===== src/rtl/adder_defs.sv =====
// Shared definitions for the adder operand sequencer slice.
// Widths, FSM encoding and small helpers.
package adder_defs;

    localparam int WIDTH     = 4;
    localparam int OVF_CNT_W = 8;
    localparam int CNT_W     = 4;

    typedef enum logic [1:0] {
        IDLE   = 2'd0,
        SETTLE = 2'd1,
        DONE   = 2'd2
    } state_t;

    // Saturating increment: an all-ones count stays put.
    function automatic logic [OVF_CNT_W-1:0] sat_inc(
        input logic [OVF_CNT_W-1:0] v
    );
        return (&v) ? v : v + 1'b1;
    endfunction

endpackage


===== src/rtl/settle_counter.sv =====
// Loadable down-counter with a zero flag.
// Times gate-delay settling for multi-cycle stages.
module settle_counter
    import adder_defs::*;
(
    input  logic             clk,
    input  logic             reset,
    input  logic             load,
    input  logic [CNT_W-1:0] load_val,
    input  logic             dec,
    output logic             zero
);

    logic [CNT_W-1:0] count;

    assign zero = (count == '0);

    // Load has priority; decrement stops at zero.
    always_ff @(posedge clk) begin
        if (reset) begin
            count <= '0;
        end else if (load) begin
            count <= load_val;
        end else if (dec && !zero) begin
            count <= count - 1'b1;
        end
    end

endmodule


===== src/rtl/adder_operand_sequencer.sv =====
// Holds operands on an external ripple adder, waits for it
// to settle, then captures and hands off the result.
module adder_operand_sequencer
    import adder_defs::*;
#(
    parameter int SETTLE_CYCLES = 4
) (
    input  logic                 clk,
    input  logic                 reset,
    input  logic                 in_valid,
    output logic                 in_ready,
    input  logic [WIDTH-1:0]     in_a,
    input  logic [WIDTH-1:0]     in_b,
    input  logic                 in_acc,
    output logic [WIDTH-1:0]     adder_a,
    output logic [WIDTH-1:0]     adder_b,
    input  logic [WIDTH-1:0]     adder_sum,
    input  logic                 adder_carryout,
    input  logic                 adder_overflow,
    output logic                 out_valid,
    input  logic                 out_ready,
    output logic [WIDTH-1:0]     out_sum,
    output logic                 out_carryout,
    output logic                 out_overflow,
    output logic [WIDTH-1:0]     acc,
    output logic [OVF_CNT_W-1:0] ovf_count
);

    localparam logic [CNT_W-1:0] LOAD_VAL =
        CNT_W'(SETTLE_CYCLES - 1);

    state_t state_q;
    state_t state_d;
    logic   accept;
    logic   capture;
    logic   cnt_zero;

    settle_counter u_settle (
        .clk      (clk),
        .reset    (reset),
        .load     (accept),
        .load_val (LOAD_VAL),
        .dec      (state_q == SETTLE),
        .zero     (cnt_zero)
    );

    // State register.
    always_ff @(posedge clk) begin
        if (reset) begin
            state_q <= IDLE;
        end else begin
            state_q <= state_d;
        end
    end

    // Next state, handshake outputs and datapath strobes.
    always_comb begin
        state_d   = state_q;
        accept    = 1'b0;
        capture   = 1'b0;
        in_ready  = 1'b0;
        out_valid = 1'b0;
        unique case (state_q)
            IDLE: begin
                in_ready = 1'b1;
                if (in_valid) begin
                    accept  = 1'b1;
                    state_d = SETTLE;
                end
            end
            SETTLE: begin
                if (cnt_zero) begin
                    capture = 1'b1;
                    state_d = DONE;
                end
            end
            DONE: begin
                out_valid = 1'b1;
                if (out_ready) begin
                    state_d = IDLE;
                end
            end
            default: begin
                state_d = IDLE;
            end
        endcase
    end

    // Operand registers: held from accept until next accept.
    always_ff @(posedge clk) begin
        if (reset) begin
            adder_a <= '0;
            adder_b <= '0;
        end else if (accept) begin
            adder_a <= in_acc ? acc : in_a;
            adder_b <= in_b;
        end
    end

    // Result capture, accumulator and overflow-event count.
    always_ff @(posedge clk) begin
        if (reset) begin
            out_sum      <= '0;
            out_carryout <= 1'b0;
            out_overflow <= 1'b0;
            acc          <= '0;
            ovf_count    <= '0;
        end else if (capture) begin
            out_sum      <= adder_sum;
            out_carryout <= adder_carryout;
            out_overflow <= adder_overflow;
            acc          <= adder_sum;
            if (adder_overflow) begin
                ovf_count <= sat_inc(ovf_count);
            end
        end
    end

endmodule


===== config.mk =====
export PLATFORM = sky130hd
export DESIGN_NAME = adder_operand_sequencer
export DESIGN_NICKNAME = d
export VERILOG_FILES = /design/src/rtl/adder_defs.sv /design/src/rtl/settle_counter.sv /design/src/rtl/adder_operand_sequencer.sv
export SDC_FILE = /design/constraint.sdc
export NUM_CORES = 1
export LEC_CHECK = 0
export CORE_MARGIN = 2
export CORE_UTILIZATION = 40
export DETAILED_ROUTE_END_ITERATION = 10
export GPL_TIMING_DRIVEN = 0
export PLACE_DENSITY = 0.8
export RECOVER_POWER = 25
export SLEW_MARGIN = 20
export SYNTH_ARGS = -nofsm -noshare
export SYNTH_HDL_FRONTEND = slang
export SYNTH_HIERARCHICAL = 1
export SYNTH_SLANG_ARGS = --single-unit

===== constraint.sdc =====
create_clock -name clk -period 5.1 [get_ports clk]
set_input_delay 1.275 -clock clk [delete_from_list [all_inputs] [get_ports clk]]
set_output_delay 1.275 -clock clk [all_outputs]
set_load 0.01 [all_outputs]

==> results.env <==
DETAILED_PLACE_HPWL_MM=2.33
CP-END-KIND='flop'
WL_PER_CELL_UM=12.5
CTSROOTBUFFERMASTER='sky130_fd_sc_hd__clkbuf_4'
MAXCAPVIOLATIONS=0
CTS_HOLD_BUFFERS=0
ANTENNA_CELLS=0
FINALCOREUTILIZATION_PCT=60.7
WORST_EP_REQUIRED_TIME_NS=5.33
DRIVE_ABOVE_1_SHARE_PCT=6.93
SLEW_VIOL_FINAL=0
CORE_AREA_SQ_UM=3080
WORST_R2R_STARTPOINT='u_settle/count[1]'
FINCLKSKEW_NS=0.00289
PLACEMENT_ROWS=20
LAYOUT.FILLER_CELLS=288
DETAIL_ROUTE.WIRELENGTH_MM=3.08
POWER.TOTAL_mW=0.517
NUMBER_OF_DISTINCT_STANDARD_CELLS_REFERENCED_BY_THE_SYNTHESIZED_NETLIST=35
RSZ0062_AT_GRT='no'
REG2REG_DEPTH=9
GRT.OVERFLOW.TOTAL=0
SYNTHESIS.YOSYS.WARNINGS=6
DETAILROUTE.VIA_COUNT=1250
POST_ROUTE_CLOCK_PERIOD_UTILIZATION_PCT=56.8
SYNTH_SEQ_CELLS=28
TRITONCTS.NUM_BUFFERS=3
FLOORPLAN.DIE_AREA_SQ_UM=3730
CRITICAL_PATH_PEAK_FANOUT=13
WORSTMARGINPINSLEW_NS=0.642
TRITONCTS='done'
DRT_FIRST_ITER_VIOLATIONS=25
MAX_FREQ_MHz=345
DETAIL_ROUTE.DRC_VIOLATIONS=0
SYN-INSTANCE-COUNT=151
CP_DATA_ARRIVAL_TIME_NS=3.13
CTS.REPAIR_TIMING.SETUP_BUFFER_COUNT=0
CRITPATHKIND='in2reg'
FIRST_GLOBAL_VIAS=1248
START_UTIL_PCT=42.4
CP_CELL_SEQUENCE='dlygate4sd3_1 > nand2_1 > inv_1 > clkbuf_1 > nor3_1 > a311o_1'
STARTPOINT_TYPE='input pin'
CTS_SINKS=28
VIASPERCELL=5.08
STATUS='finished clean'
SLOWEST_STAGE='sky130_fd_sc_hd__dlygate4sd3_1'
TRACK_USAGE_PCT=18.3
IR_DROP_V=0.000114
ANTENNA_VIOLATIONS_BEFORE_REPAIR=0
FINALHOLDVIOLCOUNT=0
FINISH.NET_COUNT=224
WORST-R2R-SETUP-SLACK_NS=2.75
CTS_MAX_PATH_BUFFERS=2
GRT_FIRST_PASS_WIRELENGTH_MM=5.26
SLOWEST_DELAY_NS=0.53
POWER.DENSITY_nW_PER_UM2=277
AREA.GROWTH.SYNTH_TO_FINAL_PCT=43.3
TNS_NS=0
SYN_AREA_PER_CELL_SQ_UM=8.63
SYNTH-SEQ-AREA-SHARE_PCT=43.0
DIE_W_UM=61.1
FINAL_PERIOD_MINUS_WORST_SETUP_SLACK_NS=2.89
SYN_AREA_SQ_UM=1300
GRT_START_MAX_NET_PINS=17
SETUP.WORST_PATH.START='in_valid'
PORTBUFFERS=45
HTREE_LEVELS=1
WORST_R2R_ENDPOINT='ovf_count[5]'
COUNT_OF_FLIP_FLOPS_WITH_A_BUILT_IN_ENABLE_AFTER_SYNTHESIS=0
YS.FLOP_TYPE='sky130_fd_sc_hd__dfxtp_1'
POWER_LEAKAGE_nW=0.673
FIRST_PASS_ITERS=4
TOP_LEVEL_PORTS=47
CLK_TRANSITION_REPORTED_PATHS_NS=0.15
SYNTH_ASYNC_SR_FLOP_SHARE_PCT=0
ANT_NETS=0
CRIT_END='u_settle/count[1]'
SLEW_HEADROOM_PCT=57.2
DIE_Y_UM=61.1
MIN-DELAY-PATH-CLASS='reg2reg'
CTS_RESIZED=0
FINAL-SETUP-VIOL-COUNT=0
ROUTABILITY_DRIVEN_PLACEMENT_CONGESTION_RATIO=0.823
CLK_LATENCY_NS=0.32
==> synth_stat cells, types with 2 or more instances <==
master                     number  area [sq um]
sky130_fd_sc_hd__xnor2_1        2          17.5
sky130_fd_sc_hd__buf_4          5          37.5
sky130_fd_sc_hd__nand2_1       21          78.8
sky130_fd_sc_hd__nor2b_1        2          12.5
sky130_fd_sc_hd__or4_1          3          22.5
sky130_fd_sc_hd__a311oi_1       2          17.5
sky130_fd_sc_hd__a211oi_1       5          37.5
sky130_fd_sc_hd__ha_1           2          25.0
sky130_fd_sc_hd__nor2_1        15          56.3
sky130_fd_sc_hd__nand2b_1       2          12.5
sky130_fd_sc_hd__nand3_1        9          45.0
sky130_fd_sc_hd__a21oi_1       16          80.1
sky130_fd_sc_hd__o31ai_1        3          22.5
sky130_fd_sc_hd__dfxtp_1       28           561
sky130_fd_sc_hd__inv_1          7          26.3
sky130_fd_sc_hd__conb_1         2          7.51
sky130_fd_sc_hd__nand4_1        2          12.5
sky130_fd_sc_hd__mux2i_1        6          60.1
sky130_fd_sc_hd__clkbuf_1       3          11.3
==> worst max-delay path, delay by kind of cell <==
kind	cells	cell delay (ns)
buffers and inverters	3	1.20
AOI/OAI and AO/OA	1	0.37
and+or+nand+nor	2	0.29
==> power breakdown <==
| part | leakage, nW | internal (mW) | total, mW | switching (mW) |
|---|---|---|---|---|
| Combinational | 0.417 | 0.0652 | 0.127 | 0.0620 |
| Sequential | 0.229 | 0.234 | 0.245 | 0.0111 |
| Clock | 0.0279 | 0.0794 | 0.144 | 0.0645 |
| Total | 0.673 | 0.379 | 0.517 | 0.138 |
==> worst min path at each step <==
stage | startpoint | to | slack [ns] | cells after the start
2_1_floorplan | adder_b[0] | adder_b[0] | 0.48 | 2
3_3_place_gp | adder_b[2] | adder_b[2] | 0.44 | 2
3_5_place_dp | adder_b[2] | adder_b[2] | 0.45 | 2
4_1_cts | adder_b[2] | adder_b[2] | 0.47 | 2
5_1_grt | adder_b[1] | adder_b[1] | 0.50 | 2
6_report | adder_b[3] | adder_b[3] | 0.47 | 2
==> through the flow <==
step / setup WS, ns / hold WS (ns) / std cells / cell area (sq um)
after floorplan: 2.86 / 0.481 / 153 / 1310
after global placement: 2.22 / 0.443 / 242 / 1820
after detailed placement: 2.18 / 0.448 / 242 / 1820
after CTS: 2.35 / 0.468 / 246 / 1870
after global routing: 1.97 / 0.496 / 246 / 1870
final: 2.21 / 0.465 / 246 / 1870
==> registers in the layout, summed over array words and instances, names as in the netlist <==
register,count
u_settle/count,4
out_overflow,1
acc,4
out_carryout,1
adder_b,4
adder_a,4
state_q,2
ovf_count,8
==> placed cells by master, fill, tap and decap left out, types with 2 or more instances in the layout <==
cell,Yosys,final
sky130_fd_sc_hd__clkdlybuf4s50_1,0,43
sky130_fd_sc_hd__dfxtp_1,28,28
sky130_fd_sc_hd__nand2_1,21,21
sky130_fd_sc_hd__a21oi_1,16,16
sky130_fd_sc_hd__nor2_1,15,15
sky130_fd_sc_hd__nand3_1,9,9
sky130_fd_sc_hd__inv_1,7,7
sky130_fd_sc_hd__mux2i_1,6,6
sky130_fd_sc_hd__buf_4,5,5
sky130_fd_sc_hd__a211oi_1,5,5
sky130_fd_sc_hd__clkbuf_1,3,4
sky130_fd_sc_hd__conb_1,2,4
sky130_fd_sc_hd__o31ai_1,3,3
sky130_fd_sc_hd__or4_1,3,3
sky130_fd_sc_hd__clkbuf_4,0,3
sky130_fd_sc_hd__nor2b_1,2,2
sky130_fd_sc_hd__nand4_1,2,2
sky130_fd_sc_hd__xnor2_1,2,2
sky130_fd_sc_hd__nand2b_1,2,2
sky130_fd_sc_hd__ha_1,2,2
sky130_fd_sc_hd__dlygate4sd3_1,0,2
sky130_fd_sc_hd__a311oi_1,2,2
==> final cells by class <==
| type | count | area (sq um) | share of cell area (%) |
|---|---|---|---|
| Timing Repair Buffer | 45 | 450 | 24.1 |
| Inverter | 7 | 26.3 | 1.41 |
| Sequential cell | 28 | 561 | 30.0 |
| Clock inverter | 1 | 30.0 | 1.61 |
| Tap cell | 44 | 55.1 | 2.95 |
| Multi-Input combinational cell | 108 | 667 | 35.7 |
| Buffer | 10 | 56.3 | 3.01 |
| Clock buffer | 3 | 22.5 | 1.21 |
==> metal layers <==
layer / vias up / wire [um] / track usage, %
met5: - / 0 / 0
met3: 2 / 200 / 3.36
met2: 48 / 1550 / 35.6
met4: 0 / 15 / 3.11
li1: 624 / - / -
met1: 576 / 1320 / 20.8
==> cells by family (layout without fill, tap and decap cells) <==
| logic type | Yosys count | in the layout | synth area share, % |
|---|---|---|---|
| other cells | 2 | 4 | 0.576 |
| compound gates | 32 | 32 | 17.8 |
| buf+inv | 17 | 66 | 6.43 |
| mux | 6 | 6 | 4.61 |
| simple gates | 61 | 61 | 23.7 |
| xor+xnor | 3 | 3 | 2.02 |
| flops | 28 | 28 | 43.0 |
| fa+ha+maj | 2 | 2 | 1.92 |
Note: power is estimated with default switching activity, not from simulation.
